`src/rtl/pipe_stage_reg.sv`:
```
// Pipeline stage register with one-entry skid buffer; PIPE_STAGE_STATS_EN adds a stall counter.
// Latency 1 cycle (2+ via skid); up_stall is a flop output, FREEZE/FLUSH never reach it combinationally.
module pipe_stage_reg #(
    parameter int IR_W = 32,
    parameter int PC_W = 32,
    parameter int X_W  = 5
) (
    input  logic            CLK,
    input  logic            reset,
    input  logic            in_valid,
    input  logic [IR_W-1:0] in_IR,
    input  logic [PC_W-1:0] in_PCp4,
    input  logic [X_W-1:0]  X_in,
    input  logic            FREEZE,
    input  logic            FLUSH,
    output logic            up_stall,
    output logic            valid,
    output logic [IR_W-1:0] IR,
    output logic [PC_W-1:0] PCp4,
    output logic [X_W-1:0]  X
`ifdef PIPE_STAGE_STATS_EN
    ,
    output logic [31:0]     stall_cnt
`endif
);

    typedef struct packed {
        logic [IR_W-1:0] ir;
        logic [PC_W-1:0] pcp4;
        logic [X_W-1:0]  x;
    } item_t;

    typedef enum logic {
        SKID_EMPTY = 1'b0,
        SKID_FULL  = 1'b1
    } state_t;

    state_t state_q, state_d;
    item_t  main_q, main_d;
    item_t  skid_q, skid_d;
    logic   valid_q, valid_d;
    item_t  in_item;
    logic   accept;

    assign in_item = {in_IR, in_PCp4, X_in};
    assign accept  = in_valid && (state_q == SKID_EMPTY);

    always_ff @(posedge CLK) begin
        if (reset) begin
            state_q <= SKID_EMPTY;
            main_q  <= '0;
            skid_q  <= '0;
            valid_q <= 1'b0;
        end else begin
            state_q <= state_d;
            main_q  <= main_d;
            skid_q  <= skid_d;
            valid_q <= valid_d;
        end
    end

    // FLUSH outranks FREEZE; a frozen stage only ever writes the skid.
    always_comb begin
        state_d = state_q;
        main_d  = main_q;
        skid_d  = skid_q;
        valid_d = valid_q;
        if (FLUSH) begin
            state_d = SKID_EMPTY;
            main_d  = '0;
            skid_d  = '0;
            valid_d = 1'b0;
        end else if (FREEZE) begin
            if (accept) begin
                skid_d  = in_item;
                state_d = SKID_FULL;
            end
        end else if (state_q == SKID_FULL) begin
            main_d  = skid_q;
            valid_d = 1'b1;
            state_d = SKID_EMPTY;
        end else if (accept) begin
            main_d  = in_item;
            valid_d = 1'b1;
        end else begin
            main_d  = '0;
            valid_d = 1'b0;
        end
    end

    always_comb begin
        up_stall = (state_q == SKID_FULL);
        valid    = valid_q;
        IR       = main_q.ir;
        PCp4     = main_q.pcp4;
        X        = main_q.x;
    end

`ifdef PIPE_STAGE_STATS_EN
    logic [31:0] stall_cnt_q, stall_cnt_d;

    always_comb begin
        stall_cnt_d = stall_cnt_q;
        if (FREEZE && valid_q && !FLUSH && (stall_cnt_q != 32'hFFFF_FFFF)) begin
            stall_cnt_d = stall_cnt_q + 32'd1;
        end
    end

    always_ff @(posedge CLK) begin
        if (reset) begin
            stall_cnt_q <= '0;
        end else begin
            stall_cnt_q <= stall_cnt_d;
        end
    end

    assign stall_cnt = stall_cnt_q;
`endif

endmodule

```
`config.mk`:
```
export PLATFORM = sky130hd
export DESIGN_NAME = pipe_stage_reg
export DESIGN_NICKNAME = d
export VERILOG_FILES = /design/src/rtl/pipe_stage_reg.sv
export SDC_FILE = /design/constraint.sdc
export NUM_CORES = 1
export LEC_CHECK = 0
export ABC_CLOCK_PERIOD_IN_PS = 1400
export CORE_MARGIN = 2
export CORE_UTILIZATION = 23
export CTS_CLUSTER_SIZE = 14
export DETAILED_ROUTE_END_ITERATION = 8
export PLACE_DENSITY = 0.5
export SLEW_MARGIN = 25
export SYNTH_ARGS = -nofsm -noshare
export SYNTH_HDL_FRONTEND = slang
export SYNTH_SLANG_ARGS = --single-unit
```
`constraint.sdc`:
```
create_clock -name CLK -period 1.4 [get_ports CLK]
set_input_delay 0.21 -clock CLK [delete_from_list [all_inputs] [get_ports CLK]]
set_output_delay 0.21 -clock CLK [all_outputs]
set_load 0.03 [all_outputs]
```
* Yosys cells after proc, flatten, opt, wreduce, memory -nomap -nowiden
Cells that the tools add are included.
** Word-level totals
- Word-level logic and storage cells :: 18
- Flip-flop bits (word level) :: 140
- Output and inout bits :: 71
- Bits of input ports :: 74
** Cells by class
- Reductions and logical operators :: 4
- Mux-type cells :: 4
- Bitwise operators :: 2
** Operator list (count)
- $mux W69 :: 2
- $reduce_or A3 Y1 :: 1
- $mux W1 :: 2
- $not A1 Y1 :: 2
- $reduce_and A2 Y1 :: 1
- $reduce_or A2 Y1 :: 1
- $logic_and A1 B1 Y1 :: 1

* Depth between registers and ports, before layout
- Depth after elaboration :: 4
- Gate-level depth with buffers :: 6
- Gate-level depth less buffers :: 2

* Least setup slack after synthesis
Ideal clock, no wire load.
- Kind :: reg-to-reg
- Start :: reg state_q, in the netlist up_stall
- End :: reg skid_q[58] in the netlist's numbering
- Data arrival time :: 1453 ps
- Data required time :: 1279 ps
- Buffers on the path :: 3
- Setup slack :: -175 ps
- Stages on the path, launching flop included :: 6
- Setup time :: 121 ps
- Period minus slack after synthesis :: 1575 ps
- Cells stage by stage :: dfxtp_1 -> and3b_1 -> buf_6 -> buf_6 -> buf_6 -> mux2_4
** Between the ends
- Longest elaborated chain between the ends :: 3
** RTL lines
- start: declaration :: RTL line 38 : state_t state_q, state_d;
- start signal: assignment :: RTL line 55 : state_q <= state_d;
- $not A1 Y1 :: RTL line 46 : assign accept = in_valid && (state_q == SKID_EMPTY);
- $logic_and A1 B1 Y1 :: RTL line 46
- $reduce_and A2 Y1 (no source line)
- end signal: assignment :: RTL line 57 : skid_q <= skid_d;
- end: declaration :: RTL line 40 : item_t skid_q, skid_d;
No other way between the ends.
A chain may end at the register's enable or synchronous reset.

* Worst setup path after layout
- Start :: reg state_q, in the netlist up_stall
- End :: reg skid_q[39] in the netlist's numbering
The elaborated chain is that of the path after synthesis.

==> run metrics <==
placed cell count 1184; Setup violations, final 0; Yosys warning total 0; max-slew violation count 0; Fmax just over 700 MHz; Top Ports 145; clk sinks 140; final core occ 32.7%; Place WS -32.6 ps; DRC 0; Post-CTS Hold Buffers 0; slowest stage delay, CP 340 ps; Tot Pwr roughly 10 mW; Largest delay share family, worst path flip-flops; VDD IR-drop max 0.000561 V; final wirelength 20300 um; Worst EP arrival 1690 ps; WL/cell 16.5 um; grt ovf 0; Net Count, Synth 789; Vias/cell 4.63; CTS HTree Levels 4; cts bufs inserted 17; count leader, synth dfxtp_1; gr usage total between 10% and 20%; vias in the first global route 5801; antenna cells 0; Mapped Cells 715; fin cells 1227; Worst setup SP type register; fin crit period 1390 ps; dpl cell area 8670 sq um; Yosys top cell by area dfxtp_1; first-pass GRT wire length 31700 um; crit path cell chain and3b_4, buf_4, buf_12, mux2_2; Die Y between 150 and 200 um; slowest CP cell dfxtp_4; clk_lat worst skew 420 ps; Static Leak between 3 and 4 nW; Final Skew 9.91 ps; largest net degree at the start of global routing 72; RD Place Congestion 0.713; drt first pass iters 5; kind of critical path reg -> reg; Worst EP required 1700 ps; sequential share of the synthesized area between 40% and 50%; setup repair after global routing missed its margin yes; Layout Nets roughly 900; top cell type's share of synthesized area between 40% and 50%; worst setup margin 10.6 ps; status finished clean; P per Cell Area 1040 nW/um^2; largest fanout on the critical path 14; worst hold margin roughly 210 ps; clock-pin transition on the worst setup and hold timing paths 60 ps; nature of the critical path endpoint register; Area Growth Syn to Fin 38.8%; EDFF count, synth 0; Post-DRT Antenna Nets 0; CTS tree yes; Die W 176 um; Cell variety after synth 18; number of port buffers 144; register bit total from synthesis 140; drt initial violations 280; Hold Fails Final Rpt 0; HPWL after DPL 11500 um; Async SR Flop Fraction 0%; Slew HR 73.6%; grt peak-use layer met2; met1 Usage GRT 16.0%; Post-Synthesis Cell Area ~6800 sq um; Total Neg Setup Slack 0 ps; die area 30900 sq um; initial antenna violation count 0; fin area 9430 sq um; M3 GR Usage 2.88%; core area 28900 sq um; top_reg_cell synth dfxtp_1; routed via count 5675; Max Cap Violations 0; final period utilization 99.2%; row count 62; layout cells sized above 1 19.9%; Syn Area/Cell 9.50 sq um; Worst Path Buf+Inv 2; Hold Path Class in -> reg; initial core utilization 23.5%; GRT met2 Usage between 20% and 30%; worst slew pin tran between 300 and 400 ps; Clock Tree Root clkbuf_16; clk buf depth 2; top cells by area, synth dfxtp_1 (41%), nor3b_1 (15%), mux2_2 (9.8%); Synth top cells by count dfxtp_1 (140), nor3b_1 (138)
-- cell usage in the layout, fill, tap and decap left out, drive strengths merged --
master / synthesis / layout
nor2: 1 / 1
or2: 1 / 1
clkdlybuf4s15: 0 / 39
nor2b: 1 / 1
buf: 27 / 37
o21ai: 1 / 1
inv: 69 / 70
nand3b: 69 / 69
nor3: 2 / 2
dfxtp: 140 / 140
clkinvlp: 0 / 2
dlygate4sd2: 0 / 13
nor3b: 138 / 138
a221oi: 69 / 69
clkbuf: 58 / 42
clkinv: 0 / 8
mux2: 69 / 69
and3b: 1 / 1
bufbuf: 0 / 2
a21oi: 69 / 69
clkdlybuf4s50: 0 / 69
-- area by class of cell --
type,instances,area (sq um)
tap,384,480
clock buffer,21,470
inverter,69,259
fill,3053,19400
clock inverter,11,68.8
multi-input combinational,421,3450
timing repair buffer,181,1890
sequential,140,2810
-- final timing paths --
| check | from | end | slack, ps | depth (start not counted) |
|---|---|---|---|---|
| min | FREEZE | IR[0]$_SDFFE_PP0N_ | 210 | 3 |
| max reg2reg | up_stall$_SDFFE_PP0N_ | skid_q[39]$_SDFFE_PP0P_ | 10 | 4 |
| max | up_stall$_SDFFE_PP0N_ | skid_q[39]$_SDFFE_PP0P_ | 10 | 4 |
| min reg2reg | PCp4[0]$_SDFFE_PP0N_ | PCp4[0]$_SDFFE_PP0N_ | 470 | 2 |
-- tightest hold or removal path, stage by stage --
cell and delay [ps]:
buf_4 110, buf_4 160, a221oi_1 80
-- cells by family after synthesis --
logic type / after synthesis / synth area share, %
flip-flops: 140 / 41.3
AO/OA/AOI/OAI: 139 / 14.1
AND/OR/NAND/NOR: 213 / 23.4
buffers and inverters: 154 / 9.25
multiplexers: 69 / 12.0
-- what timing repair did --
action	in CTS	in global routing
resized for setup	98	79
setup buffers	2	3
endpoints found under the setup margin	101	80
cloned	2	4
-- sequential cells by signal, indices dropped and copies added, names as in the netlist --
signal,count
skid_q,69
valid,1
up_stall,1
IR,32
PCp4,32
X,5
-- routing by layer --
metal / wire (um) / share of wire, %
met1: 9490 / 47
met2: 9880 / 49
met4: 197 / 0.97
met5: 0 / 0
met3: 693 / 3.4
-- power by group --
part	total [mW]	switching (mW)	leakage [nW]	internal, mW
combinational	1.43	0.761	1.94	0.664
sequential	4.17	0.0625	1.14	4.11
clock	4.23	1.84	0.269	2.39
Note: power is estimated with default switching activity, not from simulation.
